`src/rtl/clock_ratio_meter_pkg.sv`:
```
// rtl/clock_ratio_meter_pkg.sv - shared FSM encoding, defaults and helpers for clock_ratio_meter
package clock_ratio_meter_pkg;

    // FSM state encoding
    localparam logic [1:0] ST_IDLE    = 2'd0;
    localparam logic [1:0] ST_MEASURE = 2'd1;
    localparam logic [1:0] ST_LOCKED  = 2'd2;
    localparam logic [1:0] ST_LOST    = 2'd3;

    // Default parameter values
    localparam int unsigned DEF_SYNC_STAGES = 2;
    localparam int unsigned DEF_TIMEOUT     = 50_000_000;
    localparam int unsigned DEF_LOCK_COUNT  = 4;
    localparam int unsigned DEF_TOLERANCE   = 1;

    // Saturation value of the interval counter
    localparam logic [31:0] CNT_MAX = 32'hFFFF_FFFF;

    // Absolute difference of two unsigned interval measurements
    function automatic logic [31:0] abs_diff(input logic [31:0] a, input logic [31:0] b);
        return (a >= b) ? (a - b) : (b - a);
    endfunction

endpackage

```
`src/rtl/clock_ratio_meter_sync_edge_detect.sv`:
```
// rtl/clock_ratio_meter_sync_edge_detect.sv - slow_in synchronizer with any-edge detect
module sync_edge_detect
    import clock_ratio_meter_pkg::*;
#(
    parameter int unsigned SYNC_STAGES = DEF_SYNC_STAGES
) (
    input  logic clock_in,
    input  logic reset_n,
    input  logic async_in,
    output logic level_o,
    output logic edge_o
);

    logic [SYNC_STAGES-1:0] sync_q;
    logic                   level_q;
    logic                   edge_q;

    // Shift the async input through the synchronizer; flag any change of the synchronized value
    always_ff @(posedge clock_in or negedge reset_n) begin
        if (!reset_n) begin
            sync_q  <= '0;
            level_q <= 1'b0;
            edge_q  <= 1'b0;
        end else begin
            sync_q  <= {sync_q[SYNC_STAGES-2:0], async_in};
            level_q <= sync_q[SYNC_STAGES-1];
            edge_q  <= sync_q[SYNC_STAGES-1] ^ level_q;
        end
    end

    assign level_o = level_q;
    assign edge_o  = edge_q;

endmodule

```
`src/rtl/clock_ratio_meter.sv`:
```
// rtl/clock_ratio_meter.sv - measures slow_in half period in clock_in cycles and tracks lock
module clock_ratio_meter
    import clock_ratio_meter_pkg::*;
#(
    parameter int unsigned SYNC_STAGES = DEF_SYNC_STAGES,
    parameter int unsigned TIMEOUT     = DEF_TIMEOUT,
    parameter int unsigned LOCK_COUNT  = DEF_LOCK_COUNT,
    parameter int unsigned TOLERANCE   = DEF_TOLERANCE
) (
    input  logic        clock_in,
    input  logic        reset_n,
    input  logic        slow_in,
    output logic [31:0] half_period,
    output logic        meas_valid,
    output logic        locked,
    output logic        lost
);

    localparam logic [31:0] TIMEOUT_M1 = 32'(TIMEOUT - 1);
    localparam logic [31:0] LOCK_CNT32 = 32'(LOCK_COUNT);
    localparam logic [31:0] TOL32      = 32'(TOLERANCE);

    logic        slow_level_unused;
    logic        slow_edge;

    logic [1:0]  state_q, state_d;
    logic [31:0] cnt_q, cnt_d;
    logic [31:0] half_q, half_d;
    logic        meas_valid_q, meas_valid_d;
    logic        locked_q, locked_d;
    logic        lost_q, lost_d;
    logic [31:0] match_cnt_q, match_cnt_d;
    logic        first_q, first_d;

    logic [31:0] meas_val;
    logic [31:0] match_inc;
    logic        is_match;
    logic        timeout_hit;

    sync_edge_detect #(
        .SYNC_STAGES (SYNC_STAGES)
    ) u_sync (
        .clock_in (clock_in),
        .reset_n  (reset_n),
        .async_in (slow_in),
        .level_o  (slow_level_unused),
        .edge_o   (slow_edge)
    );

    // The interval just ended is cnt+1 cycles long, held at the saturation value
    assign meas_val    = (cnt_q == CNT_MAX) ? CNT_MAX : cnt_q + 32'd1;
    assign is_match    = !first_q && (abs_diff(meas_val, half_q) <= TOL32);
    assign match_inc   = (match_cnt_q == LOCK_CNT32) ? match_cnt_q : match_cnt_q + 32'd1;
    assign timeout_hit = (cnt_q == TIMEOUT_M1);

    // Next-state logic: interval counter, measurement capture and lock/loss FSM
    always_comb begin
        state_d      = state_q;
        half_d       = half_q;
        meas_valid_d = 1'b0;
        locked_d     = locked_q;
        lost_d       = lost_q;
        match_cnt_d  = match_cnt_q;
        first_d      = first_q;

        if (slow_edge) begin
            cnt_d = '0;
        end else if (cnt_q == CNT_MAX) begin
            cnt_d = cnt_q;
        end else begin
            cnt_d = cnt_q + 32'd1;
        end

        case (state_q)
            ST_IDLE: begin
                // First edge only opens an interval; the one before it was partial
                if (slow_edge) begin
                    state_d = ST_MEASURE;
                    first_d = 1'b1;
                end else if (timeout_hit) begin
                    state_d     = ST_LOST;
                    lost_d      = 1'b1;
                    locked_d    = 1'b0;
                    match_cnt_d = '0;
                end
            end
            ST_MEASURE, ST_LOCKED: begin
                if (slow_edge) begin
                    half_d       = meas_val;
                    meas_valid_d = 1'b1;
                    first_d      = 1'b0;
                    if (is_match) begin
                        match_cnt_d = match_inc;
                        if (match_inc >= LOCK_CNT32) begin
                            state_d  = ST_LOCKED;
                            locked_d = 1'b1;
                        end
                    end else begin
                        // A mismatch dropping out of lock still becomes the reference for the next one
                        match_cnt_d = '0;
                        locked_d    = 1'b0;
                        state_d     = ST_MEASURE;
                    end
                end else if (timeout_hit) begin
                    state_d     = ST_LOST;
                    lost_d      = 1'b1;
                    locked_d    = 1'b0;
                    match_cnt_d = '0;
                end
            end
            ST_LOST: begin
                // Recovery edge closes an interval of unknown length, so it is not reported
                if (slow_edge) begin
                    state_d     = ST_MEASURE;
                    lost_d      = 1'b0;
                    first_d     = 1'b1;
                    match_cnt_d = '0;
                end
            end
            default: begin
                state_d = ST_IDLE;
            end
        endcase
    end

    // State registers with asynchronous clear
    always_ff @(posedge clock_in or negedge reset_n) begin
        if (!reset_n) begin
            state_q      <= ST_IDLE;
            cnt_q        <= '0;
            half_q       <= '0;
            meas_valid_q <= 1'b0;
            locked_q     <= 1'b0;
            lost_q       <= 1'b0;
            match_cnt_q  <= '0;
            first_q      <= 1'b0;
        end else begin
            state_q      <= state_d;
            cnt_q        <= cnt_d;
            half_q       <= half_d;
            meas_valid_q <= meas_valid_d;
            locked_q     <= locked_d;
            lost_q       <= lost_d;
            match_cnt_q  <= match_cnt_d;
            first_q      <= first_d;
        end
    end

    assign half_period = half_q;
    assign meas_valid  = meas_valid_q;
    assign locked      = locked_q;
    assign lost        = lost_q;

endmodule

```
`config.mk`:
```
export PLATFORM = sky130hd
export DESIGN_NAME = clock_ratio_meter
export DESIGN_NICKNAME = d
export VERILOG_FILES = /design/src/rtl/clock_ratio_meter_pkg.sv /design/src/rtl/clock_ratio_meter_sync_edge_detect.sv /design/src/rtl/clock_ratio_meter.sv
export SDC_FILE = /design/constraint.sdc
export NUM_CORES = 1
export LEC_CHECK = 0
export CAP_MARGIN = 30
export CORE_UTILIZATION = 35
export CTS_CLUSTER_SIZE = 30
export DETAILED_ROUTE_END_ITERATION = 10
export PLACE_DENSITY = 0.53
export SKIP_CTS_REPAIR_TIMING = 1
export SYNTH_ARGS = -nofsm -noshare
export SYNTH_HDL_FRONTEND = slang
export SYNTH_SLANG_ARGS = --single-unit
```
`constraint.sdc`:
```
create_clock -name clock_in -period 8.3 [get_ports clock_in]
set_input_delay 2.075 -clock clock_in [delete_from_list [all_inputs] [get_ports clock_in]]
set_output_delay 2.075 -clock clock_in [all_outputs]
set_load 0.02 [all_outputs]
```
Word-level counts from Yosys, hierarchy flattened

Cells that the tools add are included.

Bits in writable memories: 0
Input port bits: 3
Memories: 0
Latch bits: 0
Logic and storage cells: 78
ROM bits: 0
Output and inout port bits: 35
Bits in registers: 106

Bitwise gates (word level): 1
Mux-type cells: 32
Eq/ne operators: 14
Reductions and logical operators: 13
Divide/modulo/power cells: 0
Multipliers: 0
Magnitude comparators: 3
Shift-type cells: 0
Add/sub/neg operators: 4

Operator list:

| kind                                                                | number |
|---|---|
| two-way mux 32 bit                                                  | 10 |
| case mux 32 bit (3 select lines)                                    | 1 |
| adder 32 x 1 -> 32 bit (second input constant)                      | 2 |
| subtractor 32 bit                                                   | 2 |
| equality test 32 x 26 -> 1 bit (second input constant)              | 1 |
| equality test 32 x 3 -> 1 bit (second input constant)               | 1 |
| equality test 32 bit (second input constant)                        | 1 |
| greater-or-equal comparator 32 x 3 -> 1 bit (second input constant) | 1 |
| greater-or-equal comparator 32 bit                                  | 1 |
| less-or-equal comparator 32 x 1 -> 1 bit (second input constant)    | 1 |
| two-way mux 2 bit                                                   | 6 |
| two-way mux 1 bit                                                   | 11 |
| != test 2 x 1 -> 1 bit (second input constant)                      | 5 |
| AND reduction 2 bit                                                 | 4 |
| case mux 1 bit (2 select lines)                                     | 3 |
| case mux 2 bit (3 select lines)                                     | 1 |
| AND reduction 3 bit                                                 | 2 |
| equality test 2 bit (second input constant)                         | 2 |
| != test 2 bit (second input constant)                               | 2 |
| != test 4 bit (second input constant)                               | 1 |
| OR reduction 2 bit                                                  | 2 |
| OR reduction 3 bit                                                  | 1 |
| equality test 2 x 1 -> 1 bit (second input constant)                | 1 |
| logical NOT 2 bit                                                   | 1 |
| other kinds (4)                                                     | 4 |

Depth between registers and ports, before layout

Depth in word-level cells: 9
Mapped depth: 28
Gate-level depth less buffers: 24

Hierarchy

From an unflattened synthesis, not the netlist that was laid out.

Cell total of the unflattened synthesis: 1257
Area total of the unflattened synthesis: 9540.4 µm²

By module, submodules not included:

| module            | cells an instance | instances | area an instance (µm²) | seq. area each (µm²) |
|---|---|---|---|---|
| clock_ratio_meter | 1252              | 1         | 9431.5                 | 2552.4 |
| sync_edge_detect  | 5                 | 1         | 108.9                  | 100.1 |

Least setup slack after synthesis

No wires, ideal clock.

Path type: flip-flop to flip-flop
From: reg cnt_q[0]
To: reg match_cnt_q[10]
Period minus slack after synthesis: 5.973 ns
Path buffers: 2
Setup slack: 2.327 ns
Setup time: 0.087 ns
Cell stages (with the launch flop): 27
Arrival: 5.886 ns
Data required time: 8.213 ns
Cells stage by stage: dfrtp_1 > ha_1 > nand2_1 > nor2_1 > nand2_1 > or3_1 > nor2_1 > and3_1 > nand2b_1 > clkbuf_1 > nand2_1 > inv_1 > ha_1 > fa_1 > nand2b_1 > a211oi_2 > o21a_2 > a22oi_2 > or4_1 > clkbuf_1 > a211oi_2 > nor3_1 > nand2b_1 > or4_1 > nor4b_4 > nand2_2 > o211ai_1

Cells in the longest elaborated chain, start to end: 9
Elaborated cells between the ends (all ways): 15
Those cells by class: add/sub (3); order compare (2); eq/ne (2); mux (7); reduce/logical (1)

Ends and longest elaborated chain:

| what                                                                           | RTL line                    | text |
|---|---|---|
| from (decl)                                                                    | clock_ratio_meter.sv:27     | `logic [31:0] cnt_q, cnt_d;` |
| from (signal assigned)                                                         | clock_ratio_meter.sv:139    | `cnt_q <= cnt_d;` |
| adder 32 x 1 -> 32 bit / equality test 32 bit (equally long branches)          | clock_ratio_meter.sv:51     | `assign meas_val = (cnt_q == CNT_MAX) ? CNT_MAX : cnt_q + 32'd1;` |
| two-way mux 32 bit *                                                           | clock_ratio_meter.sv:51     |  |
| named net meas_val[0]                                                          | clock_ratio_meter.sv:35     | `logic [31:0] meas_val;` |
| subtractor 32 bit / greater-or-equal comparator 32 bit (equally long branches) | clock_ratio_meter_pkg.sv:21 | `return (a >= b) ? (a - b) : (b - a);` |
| two-way mux 32 bit *                                                           | clock_ratio_meter_pkg.sv:21 |  |
| less-or-equal comparator 32 x 1 -> 1 bit *                                     | clock_ratio_meter.sv:52     | `assign is_match = !first_q && (abs_diff(meas_val, half_q) <= TOL32);` |
| logical AND 1 bit *                                                            | clock_ratio_meter.sv:52     |  |
| two-way mux 32 bit *                                                           | clock_ratio_meter.sv:92     | `if (is_match) begin` |
| two-way mux 32 bit *                                                           | clock_ratio_meter.sv:88     | `if (slow_edge) begin` |
| case mux 32 bit (3 select lines) *                                             | clock_ratio_meter.sv:74     | `case (state_q)` |
| to (signal assigned)                                                           | clock_ratio_meter.sv:144    | `match_cnt_q <= match_cnt_d;` |
| to (decl)                                                                      | clock_ratio_meter.sv:32     | `logic [31:0] match_cnt_q, match_cnt_d;` |

Mark *: on every way through the listed nets, which the timed path passes. The rest lies on a longest branch. The select of a mux whose other input is x is not followed.
A chain may end at the register's enable or synchronous reset.

Worst setup path in the final report

From: reg cnt_q[0]
To: reg match_cnt_q[1]

The elaborated chain is that of the path after synthesis.

==> out/results.tsv <==
metric	value	unit
status	finished, final reports clean	
synth-seq-area-share	26.7	%
holdCritStartpoint	u_sync.sync_q[0]	
first_global_vias	8797	
r2r-end	match_cnt_q[1]	
power.leakage	4.94	nW
dp_worst_setup_slack	1110	ps
ctsLongestPathBuffers	2	
wire_length_of_the_first_global_routing_pass	47900	um
fin_setup_tns	0	ps
ys.warnings.count	0	
fin_nets	1382	
maxClockFrequency	0.137	GHz
cts_made_buffers	9	
ff2ff_path_depth	25	
setup_viol	0	
avgSynthCellArea	7.45	sq um
post-synth-top-area-cell	sky130_fd_sc_hd__dfrtp_1	
routed_via_density	5.57	
grt_max_degree	60	
fp.dieArea	29000	sq um
drt_drc_violations_left	0	
worstReg2RegStart	cnt_q[0]	
dp.final_hpwl	23300	um
critical_path_peak_fanout	33	
final_min_period_over_clock_period	88.1	%
rsz_0062_raised_after_global_routing	no	
initial_utilization	35.6	%
reg2reg_setup_slack	990	ps
number_of_vias_after_detailed_routing	9412	
synthFlopType	sky130_fd_sc_hd__dfrtp_1	
ys_ff_latch	106	
cp_slowest_stage_delay	610	ps
clkLatencyLatePin	350	ps
crit_required	8590	ps
fin_worst_setup_slack	991	ps
synth_edf_count	0	
worst_path_most_repeated_cell	sky130_fd_sc_hd__nor2_1	
min_path_type	reg -> reg	
clock_tree_from_tritoncts	built	
instances_no_fill	1690	
track_usage	21.1	%
ctsHtreeMaxLevel	3	
setup.worst_path.start_class	flip-flop	
die_h	170	um
drt_first_pass_iters	5	
timing.hold.worst_path_depth	0	
max_cap_viol_count	0	
syn-instance-count	1332	
overflow	0	
drv_slew	0	
post-layout-total-power	2.30	mW
post_synth_num_cell_types	73	
die_width	170	um
min_delay_worst_endpoint	u_sync.sync_q[1]	
crit_path_end_kind	flip-flop	
synth_async_sr_flop_share	100	%
maxSlewHeadroom	38.2	%
syn2layout_area_growth	9.15	%
cts.root.buffer_cell	sky130_fd_sc_hd__clkbuf_16	
detailedRoute.firstIterationViolations	860	
clock_skew	12.3	ps
powerDensity	212	nW/um^2
clk_pin_slew	80	ps
timing.critical_path.max_delay_family	simple AND/OR/NAND/NOR gates	
dp.cells	1675	
cp.buffers_inverters	3	
critical_path_arrival	7600	ps
final_layout_size_suffix_gt1_share	4.20	%
clock-sinks	106	
place.gp.congestion	0.914	
netlist_area	9930	sq um
peakVddDrop	0.128	mV
cp_slowest_cell	sky130_fd_sc_hd__or4_1	
core	27900	sq um
criticalPathCategory	reg -> reg	
place.port_buffers	37	
wl_per_cell	17.8	um
postLayoutCoreUtil	38.9	%
finalHoldViolCount	0	
synth.top_cells.by_area	sky130_fd_sc_hd__dfrtp_1 (27%), sky130_fd_sc_hd__ha_1 (8.7%), sky130_fd_sc_hd__nand2_1 (6.3%), sky130_fd_sc_hd__o21ai_0 (4.4%), sky130_fd_sc_hd__nor2_1 (4.2%)	
layout.cell_area.non_filler	10800	sq um
yosys_top_cell_area_share	26.7	%
post_place_instance_area	10500	sq um
antenna_found_initial	1	
ant_nets	0	
io_pins	38	
routed_wire_length	30100	um
placement_rows	61	
whs	350	ps
syn_nets	1406	
tightestPinTransition	919	ps
fin_crit	7310	ps
-- per-layer routing --
metal / GRT usage (%) / wire length, um / vias to the layer above
met2: 32.9 / 13200 / 286
met3: 3.53 / 1670 / 42
met4: 5.80 / 592 / 0
li1: - / - / 4668
met1: 29.7 / 14600 / 4416
met5: 0 / 0 / -
-- kinds of logic (layout without fill, tap and decap cells) --
| kind of cell | count (synthesis) | count (layout) | share of synthesized area (%) |
|---|---|---|---|
| AO/OA/AOI/OAI | 323 | 323 | 20.6 |
| XOR/XNOR | 72 | 72 | 6.35 |
| adder cells (fa/ha/maj) | 71 | 71 | 9.10 |
| buffers and inverters | 166 | 145 | 6.73 |
| flip-flops | 106 | 106 | 26.7 |
| multiplexers | 12 | 12 | 1.22 |
| other | 0 | 1 | 0 |
| AND/OR/NAND/NOR | 582 | 582 | 29.3 |
-- cell usage in the layout (no fill, tap or decap), drive strengths merged, types with 11 or more instances in the layout --
cell,count
a21o,11
a21oi,82
and2,39
and3,29
buf,11
clkdlybuf4s50,36
dfrtp,106
ha,69
inv,85
mux2i,11
nand2,167
nand2b,15
nand3,54
nand4,38
nor2,110
nor3,54
nor4,23
o21a,13
o21ai,112
xnor2,32
xor2,40
-- sequential cells by signal, summed over array words and instances, names as in the netlist --
| name | flops |
|---|---|
| first_q | 1 |
| u_sync.sync_q | 2 |
| state_q | 2 |
| lost | 1 |
| locked | 1 |
| meas_valid | 1 |
| u_sync.edge_o | 1 |
| half_period | 32 |
| match_cnt_q | 32 |
| cnt_q | 32 |
| u_sync.level_o | 1 |
-- Yosys cell counts, drive strengths merged, types with 3 or more instances --
cell type and n:
a2111oi 4, a211oi 10, a21boi 6, a21o 11, a21oi 82, a22o 4
a22oi 8, a2bb2oi 3, a31o 6, a31oi 8, and2 39, and3 29
and4 8, buf 27, clkbuf 55, dfrtp 106, ha 69, inv 84
mux2i 11, nand2 167, nand2b 15, nand3 54, nand3b 5, nand4 38
nand4b 7, nor2 110, nor2b 6, nor3 54, nor4 23, o2111ai 5
o211ai 8, o21a 13, o21ai 112, o21bai 4, o22ai 6, o2bb2ai 5
o31ai 7, or2 6, or3 8, or4 9, xnor2 32, xor2 40
-- worst register-to-register path, cell delays in order (launching register included) --
cell,delay (ps)
sky130_fd_sc_hd__dfrtp_1,410
sky130_fd_sc_hd__ha_1,230
sky130_fd_sc_hd__nand2_1,70
sky130_fd_sc_hd__nor2_1,160
sky130_fd_sc_hd__nand2_1,240
sky130_fd_sc_hd__or3_1,430
sky130_fd_sc_hd__nor2_1,340
sky130_fd_sc_hd__and3_1,250
sky130_fd_sc_hd__nand2b_1,160
sky130_fd_sc_hd__buf_8,210
sky130_fd_sc_hd__and2_1,210
sky130_fd_sc_hd__inv_1,70
sky130_fd_sc_hd__ha_1,400
sky130_fd_sc_hd__nand4_1,370
sky130_fd_sc_hd__nor3_1,110
sky130_fd_sc_hd__a21oi_1,240
sky130_fd_sc_hd__nor2_1,100
sky130_fd_sc_hd__a211o_1,490
sky130_fd_sc_hd__or4_1,610
sky130_fd_sc_hd__a2111oi_2,400
sky130_fd_sc_hd__nor2_1,100
sky130_fd_sc_hd__or4_1,610
sky130_fd_sc_hd__nor4_4,240
sky130_fd_sc_hd__buf_4,380
sky130_fd_sc_hd__and2_1,260
sky130_fd_sc_hd__a31o_2,160
-- where the power goes --
part           switching, mW  total [mW]  internal [mW]
Combinational          0.809        1.28          0.467
Clock                  0.205       0.476          0.271
Sequential            0.0165       0.549          0.533
-- final cells by class --
cell class                 count  area [sq um]
antenna                        1          2.50
clock buffer                  10           239
clock inverter                 4          76.3
fill                        2947         17000
inverter                      84           315
multi-input combinational   1060          6610
sequential                   106          2650
tap                          378           473
timing repair buffer          47           463
-- worst max-delay path by stage --
stage / startpoint / endpoint / slack (ps) / cells after the start
2_1_floorplan: cnt_q[0] / match_cnt_q[10] / 2330 / 26
3_3_place_gp: cnt_q[0] / match_cnt_q[0] / 740 / 24
3_5_place_dp: cnt_q[0] / match_cnt_q[1] / 1110 / 25
4_1_cts: cnt_q[0] / match_cnt_q[1] / 1080 / 25
5_1_grt: cnt_q[0] / match_cnt_q[1] / 430 / 25
6_report: cnt_q[0] / match_cnt_q[1] / 990 / 25
Power figures use the tool's default switching activity.
